==> config.mk <==
export PLATFORM = sky130hd
export DESIGN_NAME = pwm_period_gen
export DESIGN_NICKNAME = d
export VERILOG_FILES = /design/src/rtl/pwm_period_gen_pkg.sv /design/src/rtl/pwm_period_gen_seq_divider.sv /design/src/rtl/pwm_period_gen.sv
export SDC_FILE = /design/constraint.sdc
export NUM_CORES = 1
export LEC_CHECK = 0
export ABC_AREA = 1
export BUFFER_PORTS_ARGS = -buffer_cell sky130_fd_sc_hd__buf_2
export CAP_MARGIN = 10
export CORE_ASPECT_RATIO = 1.4
export CORE_MARGIN = 5
export CORE_UTILIZATION = 35
export CTS_BUF_LIST = sky130_fd_sc_hd__clkbuf_16
export CTS_CLUSTER_SIZE = 30
export DETAILED_ROUTE_END_ITERATION = 12
export PLACE_DENSITY = 0.49
export SYNTH_ARGS = -nofsm -noshare
export SYNTH_HDL_FRONTEND = slang
export SYNTH_SLANG_ARGS = --single-unit
==> constraint.sdc <==
create_clock -name clk -period 18.4 [get_ports clk]
set_clock_uncertainty 0.05 [all_clocks]
set_input_delay 2.76 -clock clk [delete_from_list [all_inputs] [get_ports clk]]
set_output_delay 2.76 -clock clk [all_outputs]
set_load 0.05 [all_outputs]
==> src/rtl/pwm_period_gen_pkg.sv <==
// Shared definitions for the PWM period generator: FSM encoding, default
// timing parameters and a counter-width helper.
package pwm_period_gen_pkg;

    localparam int unsigned DEF_SYS_CLK_HZ = 125_000_000;
    localparam int unsigned DEF_STEPS      = 1000;
    localparam int unsigned DEF_DUTY_W     = 10;
    localparam int unsigned DEF_FREQ_W     = 8;
    localparam int unsigned DEF_DIV_W      = 32;

    localparam logic [1:0] ST_IDLE = 2'd0;
    localparam logic [1:0] ST_CALC = 2'd1;
    localparam logic [1:0] ST_RUN  = 2'd2;

    // Bits needed to count 0..n-1, never less than one.
    function automatic int unsigned cnt_width(input int unsigned n);
        return (n <= 2) ? 1 : $clog2(n);
    endfunction

endpackage

==> src/rtl/pwm_period_gen_seq_divider.sv <==
// Unsigned restoring shift-subtract divider, one quotient bit per clock.
// done pulses DIV_W+1 clocks after an accepted start; start is ignored while busy.
module pwm_period_gen_seq_divider
    import pwm_period_gen_pkg::*;
#(
    parameter int unsigned DIV_W = DEF_DIV_W
) (
    input  logic             clk,
    input  logic             reset_p,
    input  logic             start,
    input  logic [DIV_W-1:0] dividend,
    input  logic [DIV_W-1:0] divisor,
    output logic [DIV_W-1:0] quotient,
    output logic             done
);

    localparam int unsigned CNT_W = $clog2(DIV_W + 1);

    logic [DIV_W-1:0] r_rem;
    logic [DIV_W-1:0] r_quo;
    logic [DIV_W-1:0] r_dvs;
    logic [CNT_W-1:0] r_cnt;
    logic             r_running;
    logic             r_done;

    logic [DIV_W:0]   w_rem_shift;
    logic [DIV_W-1:0] w_rem_sub;
    logic             w_fits;

    // The partial remainder is always below the divisor, so DIV_W bits hold
    // it; only the shifted trial value needs the extra top bit.
    always_comb begin
        w_rem_shift = {r_rem, r_quo[DIV_W-1]};
        w_fits      = (w_rem_shift >= {1'b0, r_dvs});
        w_rem_sub   = w_rem_shift[DIV_W-1:0] - r_dvs;
    end

    // NOTE: state registers use non-blocking assignments so every register in
    // this block samples the pre-edge values of the others.
    always_ff @(posedge clk or posedge reset_p) begin
        if (reset_p) begin
            r_rem     <= '0;
            r_quo     <= '0;
            r_dvs     <= '0;
            r_cnt     <= '0;
            r_running <= 1'b0;
            r_done    <= 1'b0;
        end else begin
            r_done <= 1'b0;
            if (start && !r_running) begin
                r_rem     <= '0;
                r_quo     <= dividend;
                r_dvs     <= divisor;
                r_cnt     <= CNT_W'(DIV_W);
                r_running <= 1'b1;
            end else if (r_running) begin
                r_rem <= w_fits ? w_rem_sub : w_rem_shift[DIV_W-1:0];
                r_quo <= {r_quo[DIV_W-2:0], w_fits};
                r_cnt <= r_cnt - CNT_W'(1);
                if (r_cnt == CNT_W'(1)) begin
                    r_running <= 1'b0;
                    r_done    <= 1'b1;
                end
            end
        end
    end

    assign quotient = r_quo;
    assign done     = r_done;

endmodule

==> src/rtl/pwm_period_gen.sv <==
// PWM generator with a run-time computed step prescaler. Duty is shadowed and
// only taken at period boundaries so pulses are never truncated or stretched.
module pwm_period_gen
    import pwm_period_gen_pkg::*;
#(
    parameter int unsigned SYS_CLK_HZ = DEF_SYS_CLK_HZ,
    parameter int unsigned STEPS      = DEF_STEPS,
    parameter int unsigned DUTY_W     = DEF_DUTY_W,
    parameter int unsigned FREQ_W     = DEF_FREQ_W,
    parameter int unsigned DIV_W      = DEF_DIV_W
) (
    input  logic              clk,
    input  logic              reset_p,
    input  logic [DUTY_W-1:0] duty,
    input  logic [FREQ_W-1:0] pwm_freq,
    output logic              pwm_out,
    output logic              period_start,
    output logic              busy,
    output logic [DUTY_W-1:0] duty_active
);

    localparam int unsigned STEP_W = cnt_width(STEPS);
    localparam int unsigned CMP_W  = (STEP_W > DUTY_W) ? STEP_W : DUTY_W;

    logic [1:0]        r_state;
    logic [FREQ_W-1:0] r_freq_q;
    logic [DIV_W-1:0]  r_div_q;
    logic [DIV_W-1:0]  r_pre_cnt;
    logic [STEP_W-1:0] r_step_cnt;
    logic [DUTY_W-1:0] r_duty_active;
    logic              r_pwm;
    logic              r_period_start;
    logic              r_busy;

    logic              w_freq_on;
    logic              w_freq_chg;
    logic              w_div_start;
    logic [DIV_W-1:0]  w_divisor;
    logic [DIV_W-1:0]  w_dividend;
    logic [DIV_W-1:0]  w_quotient;
    logic [DIV_W-1:0]  w_quo_clamped;
    logic              w_div_done;
    logic              w_boundary;
    logic              w_pre_wrap;
    logic [DUTY_W-1:0] w_duty_sat;
    logic [DUTY_W-1:0] w_duty_eff;

    // The divider latches its operands on start, so it is fed straight from
    // pwm_freq on the same clock that freq_q captures it.
    assign w_freq_on   = (pwm_freq != '0);
    assign w_freq_chg  = (pwm_freq != r_freq_q);
    assign w_div_start = w_freq_on && ((r_state == ST_IDLE) ||
                                       (r_state == ST_RUN && w_freq_chg));
    assign w_divisor   = DIV_W'(pwm_freq) * DIV_W'(STEPS);
    assign w_dividend  = DIV_W'(SYS_CLK_HZ);

    pwm_period_gen_seq_divider #(
        .DIV_W    (DIV_W)
    ) u_div (
        .clk      (clk),
        .reset_p  (reset_p),
        .start    (w_div_start),
        .dividend (w_dividend),
        .divisor  (w_divisor),
        .quotient (w_quotient),
        .done     (w_div_done)
    );

    // NOTE: every signal driven here has a full assignment on all paths, so
    // no latch can be inferred from this combinational block.
    always_comb begin
        w_quo_clamped = (w_quotient == '0) ? DIV_W'(1) : w_quotient;
        w_boundary    = (r_step_cnt == '0) && (r_pre_cnt == '0);
        w_pre_wrap    = (r_pre_cnt == r_div_q - DIV_W'(1));
        w_duty_sat    = (duty > DUTY_W'(STEPS)) ? DUTY_W'(STEPS) : duty;
        w_duty_eff    = w_boundary ? w_duty_sat : r_duty_active;
    end

    always_ff @(posedge clk or posedge reset_p) begin
        if (reset_p) begin
            r_state        <= ST_IDLE;
            r_freq_q       <= '0;
            r_div_q        <= DIV_W'(1);
            r_pre_cnt      <= '0;
            r_step_cnt     <= '0;
            r_duty_active  <= '0;
            r_pwm          <= 1'b0;
            r_period_start <= 1'b0;
            r_busy         <= 1'b0;
        end else begin
            r_period_start <= 1'b0;
            case (r_state)
                ST_IDLE: begin
                    r_pwm <= 1'b0;
                    if (w_freq_on) begin
                        r_freq_q <= pwm_freq;
                        r_busy   <= 1'b1;
                        r_state  <= ST_CALC;
                    end
                end
                ST_CALC: begin
                    r_pwm <= 1'b0;
                    if (w_div_done) begin
                        r_div_q    <= w_quo_clamped;
                        r_pre_cnt  <= '0;
                        r_step_cnt <= '0;
                        r_busy     <= 1'b0;
                        r_state    <= ST_RUN;
                    end
                end
                ST_RUN: begin
                    // A frequency change abandons the period, even on a boundary clock.
                    if (w_freq_chg) begin
                        r_freq_q <= pwm_freq;
                        r_pwm    <= 1'b0;
                        if (w_freq_on) begin
                            r_busy  <= 1'b1;
                            r_state <= ST_CALC;
                        end else begin
                            r_state <= ST_IDLE;
                        end
                    end else begin
                        if (w_boundary) begin
                            r_duty_active  <= w_duty_sat;
                            r_period_start <= 1'b1;
                        end
                        r_pwm <= (CMP_W'(r_step_cnt) < CMP_W'(w_duty_eff));
                        if (w_pre_wrap) begin
                            r_pre_cnt  <= '0;
                            r_step_cnt <= (r_step_cnt == STEP_W'(STEPS - 1)) ?
                                          '0 : r_step_cnt + STEP_W'(1);
                        end else begin
                            r_pre_cnt <= r_pre_cnt + DIV_W'(1);
                        end
                    end
                end
                default: begin
                    r_pwm   <= 1'b0;
                    r_busy  <= 1'b0;
                    r_state <= ST_IDLE;
                end
            endcase
        end
    end

    assign pwm_out      = r_pwm;
    assign period_start = r_period_start;
    assign busy         = r_busy;
    assign duty_active  = r_duty_active;

endmodule

Word level (Yosys, flattened, before mapping). Index checks and enable logic that the tools add are counted.

Bits in registers: 184. Bits in latches: 0. Memory bits (writable): 0. Memory bits (read-only): 0. Bits of input ports: 20. Output and inout port bits: 13. Logic and storage cells: 99. Memories: 0.

Add/subtract/negate cells: 5. Multipliers: 1. Div/mod/pow operators: 0. $lt $le $gt $ge: 3. Equal/unequal tests: 11. Shifts and indexed selects: 0. Muxes and demuxes: 42. Bitwise operators: 1. Reduce and logical (&&, ||, !) cells: 21.

Operators by type and width (number): $mux W32 (9); $logic_not A32 Y1 (2); $pmux W32 S2 (1); $mux W10 (6); $ge A33 B18 Y1 (1); $add A32 B1 Y32 const B (1); $eq A32 B32 Y1 (1); $sub A32 B1 Y32 const B (1); $sub A32 B18 Y32 (1); $pmux W10 S2 (1); $mux W8 (2); $pmux W8 S2 (1); $mul A8 B7 Y15 const B (1); $mux W1 (15); $mux W6 (2); $add A10 B1 Y10 const B (1); $eq A10 B10 Y1 const B (1); $gt A10 B10 Y1 const B (1); $logic_not A10 Y1 (1); $lt A10 B10 Y1 (1); $reduce_and A3 Y1 (3); $ne A2 B2 Y1 const B (4); $ne A8 B8 Y1 (1); $reduce_bool A8 Y1 (1); other kinds (16) (25).

Logic depth before layout (Yosys ltp).
Depth in word-level cells: 6. Mapped depth: 17. Gate-level depth less buffers: 17.

Cells and area by module. Synthesis repeated with hierarchy kept, for this count alone.

Cells, all modules: 2271. Area total of the unflattened synthesis: 15677.5 um^2.

By module, submodules not included: pwm_period_gen (instances 1, cells each 1180, area each 8445.6 um^2, sequential area each 2428.6 um^2); pwm_period_gen_seq_divider (instances 1, cells each 1091, area each 7231.9 um^2, sequential area each 2602.5 um^2).

Worst setup path before layout. No wires, ideal clock.

Path type: in2reg. From: in pwm_freq[1]. To: reg u_div.r_dvs[15]. Setup time: 0.083 ns. Arrival time: 6.085 ns. Required time: 18.267 ns. Slack: 12.182 ns. Stages: 16. Buffers on the path: 0. Cells stage by stage: fa_1 > inv_1 > fa_1 > fa_1 > fa_1 > inv_1 > ha_1 > nand2_1 > inv_1 > nand4_1 > nand3_1 > inv_1 > o21ai_0 > a31oi_1 > xor2_1 > o21ai_0.

Longest elaborated chain between the ends: 5. Elaborated cells on any way between the ends: 7. Classes of those cells: mul: 1; eq/ne: 1; reduce/logical: 5.

Ends and longest elaborated chain: start: declaration (RTL line pwm_period_gen.sv:15) `input logic [FREQ_W-1:0] pwm_freq,`; parallel branches: the longest is 5 deep, another holds $mul A8 B7 Y15; end signal: assignment (RTL line pwm_period_gen_seq_divider.sv:53) `r_dvs <= divisor;`; end: declaration (RTL line pwm_period_gen_seq_divider.sv:21) `logic [DIV_W-1:0] r_dvs;`.

Several ways; the timed one is not identified. A chain may end at the register's enable or synchronous reset.

Final worst setup path. Same ends and word-level chain as after synthesis.

==> out/results.ini <==
[clock_tree]
cts_setup_buffers = 0
htreeDepth = 4
hold_buffers = 0
clk-insertion-delay-late_ns = 0.46
cts_buffers = 17
cts_resized = 0
clkTransAtPathRegs_ns = 0.07
clockBufferDepth = 2
cts_tree = yes
cts.sinks = 184
cts-root-buf = clkbuf_16

[grt]
grt_antenna_before_repair = 0
grt_pass1_vias = 11300
gr-total-overflow = 0
grt_max_degree = 129
grt_pass1_wl_um = 57400
grt_use_total_pct = 17.0

[placed_design]
dp_cells = 2211
dp_hpwl_um = 25700
port_buffers = 32
gp_congestion = 0.863

[sta]
fin_crit_sh_pct = 33.9
finalSetupTns_ns = 0
period_needed_ns = 6.24
max_freq_ghz = 0.160
maxSlewViolCount = 0
rsz0062_at_grt = false
max_slew.worst_pin.slew_ns = 0.982
relSlewSlack_pct = 34.1
setup_violations = 0
hold_viol = 0

[yosys]
syn_inst = 1760
ys_ff_latch = 184
synthesis.area_um2 = 13000
async_reset_ff_share_pct = 100
synth_edf_count = 0
synth.distinct_cells = 48
yosysSeqAreaShare_pct = 35.5
avgSynthCellArea_um2 = 7.38
syn_nets = 1876
yosysWarnings = 0
synth_flop_cell = dfrtp_1

[setup_path]
cp-end-kind = register
worstPathRequired_ns = 18.72
worstPathMaxFanout = 7
cp.arrival_ns = 6.55
path_class = in -> reg
start_kind = primary input

[floorplanning]
rows = 83
fp.dieArea_um2 = 41100
start_util_pct = 35.4
ioPinCount = 33
die_width_um = 173
core_area_um2 = 36700
die_h_um = 238

[layout]
final_nets = 1880
drive_gt1_share_pct = 6.92
n_antenna_cell = 0
multi_input_area_um2 = 7150
num-fill-cells = 3837
area_delta_synth_final_pct = 8.77
stdcell_count = 2244
ff_latch_area_um2 = 4610
fin_util_pct = 38.5

[pwr]
p_leak_nw = 7.11
powerDensity_nw_per_um2 = 67.2
vdd_drop_max_mv = 0.0623
totalPowerFinal_mw = 0.950

[worst_hold_path]
hold_class = reg -> reg

[drt]
vias = 11100
via_per_inst = 4.97
first_pass_iters = 5
drc_errors = 0
first_iter_violations = 601
wl_um = 34300
wl_per_cell_um = 15.3
ant_nets = 0

[run]
drv_cap = 0

[run_status]
outcome = finished clean

cell usage in the layout, fill, tap and decap left out, drive strengths merged, types with 3 or more instances in the layout:
cell type / synthesis / layout
o211ai: 3 / 3
clkbuf: 37 / 18
xnor2: 34 / 34
nand3b: 4 / 4
nor3: 22 / 22
buf: 17 / 38
o21bai: 7 / 7
nand2: 391 / 391
clkinv: 1 / 6
inv: 264 / 272
nor4: 16 / 16
fa: 22 / 22
and2: 3 / 3
ha: 74 / 74
a21oi: 53 / 53
o22ai: 39 / 39
nor2: 187 / 187
nand3: 132 / 132
dfrtp: 183 / 183
or2: 6 / 6
xor2: 50 / 50
o21ai: 145 / 145
a31oi: 3 / 3
nand4: 53 / 53
routing by layer:
metal / part of all wire (%) / up-vias / track usage (%)
met5: 0 / - / 0
met4: 2.7 / 0 / 6.24
met3: 2.1 / 47 / 2.42
met2: 53 / 130 / 31.7
met1: 42 / 5243 / 19.6
li1: - / 5723 / -
sequential cells by signal (all words and copies together) (netlist names):
name             cells
r_freq_q             8
u_div.r_rem         32
duty_active         10
r_div_q             32
r_step_cnt          10
period_start         1
u_div.r_cnt          6
r_pre_cnt           32
busy                 1
u_div.done           1
u_div.quotient      32
r_state              2
pwm_out              1
u_div.r_dvs         15
u_div.r_running      1
Yosys cell counts (all sizes together) (2+ instances only):
master	instances	share of area [%]
inv	264	7.6
nor2	187	6.0
a31oi	3	0.14
nor3	22	0.85
nor4	16	0.77
o22ai	39	1.9
a21o	2	0.12
ha	74	7.1
nand2	391	12
o21bai	7	0.40
xor2	50	3.4
nand3	132	5.4
fa	22	3.4
nand3b	4	0.23
a21oi	53	2.0
and2	3	0.14
o21ai	145	5.6
clkbuf	37	1.1
buf	17	0.76
nand4	53	2.6
o211ai	3	0.17
a31o	2	0.13
or2	6	0.29
dfrtp	183	35
xnor2	34	2.3
o21a	2	0.12
stage by stage:
stage	setup WS, ns	area [um2]	hold slack (ns)
6_report	12.16	14100	0.426
5_1_grt	11.83	14100	0.448
4_1_cts	12.18	14100	0.429
3_5_place_dp	11.70	13600	0.416
3_3_place_gp	11.75	13600	0.412
2_1_floorplan	10.59	13000	0.367
power by group:
part           leakage (nW)  internal, mW  switching (mW)  total [mW]
Clock                 0.286         0.190           0.180       0.370
Sequential             2.22         0.407         0.00185       0.408
Combinational          4.61        0.0659           0.105       0.171
path summary, 6_finish.rpt:
kind	startpoint	endpoint	slack (ns)	cells after the start
max	pwm_freq[1]	u_div.r_dvs[15]	12.16	17
min	u_div.r_cnt[5]	u_div.done	0.43	1
max reg2reg	r_step_cnt[3]	pwm_out	15.00	14
min reg2reg	u_div.r_cnt[5]	u_div.done	0.43	1
max in group asynchronous	reset_p	u_div.quotient[18]	14.53	3
min in group asynchronous	reset_p	duty_active[4]	2.42	2
cell families (layout without fill, tap and decap cells):
family / count (synthesis) / after routing / synth area share, %
buffers and inverters: 319 / 336 / 9.49
multiplexers: 1 / 1 / 0.0771
XOR/XNOR: 84 / 84 / 5.67
AND/OR/NAND/NOR: 815 / 815 / 27.8
AO/OA/AOI/OAI: 261 / 261 / 11.0
flip-flops: 184 / 184 / 35.5
adder cells (fa/ha/maj): 96 / 96 / 10.5
critical path: stages:
cell	delay (ns)
buf_2	0.16
fa_1	0.54
inv_1	0.05
fa_1	0.53
fa_1	0.45
fa_1	0.52
inv_1	0.04
ha_1	0.34
nand2_1	0.09
inv_1	0.07
nand4_1	0.08
nand3_1	0.08
inv_1	0.06
o21ai_0	0.28
a31oi_1	0.16
xor2_1	0.17
o21ai_0	0.17
layout make-up:
cell class                 instances  area share [%]
timing repair buffer              39            1.49
multi-input combinational       1257            50.6
clock inverter                    15            1.02
inverter                         265            7.10
tap                              467            4.14
sequential                       184            32.6
clock buffer                      17            3.01
Power figures use the tool's default switching activity.
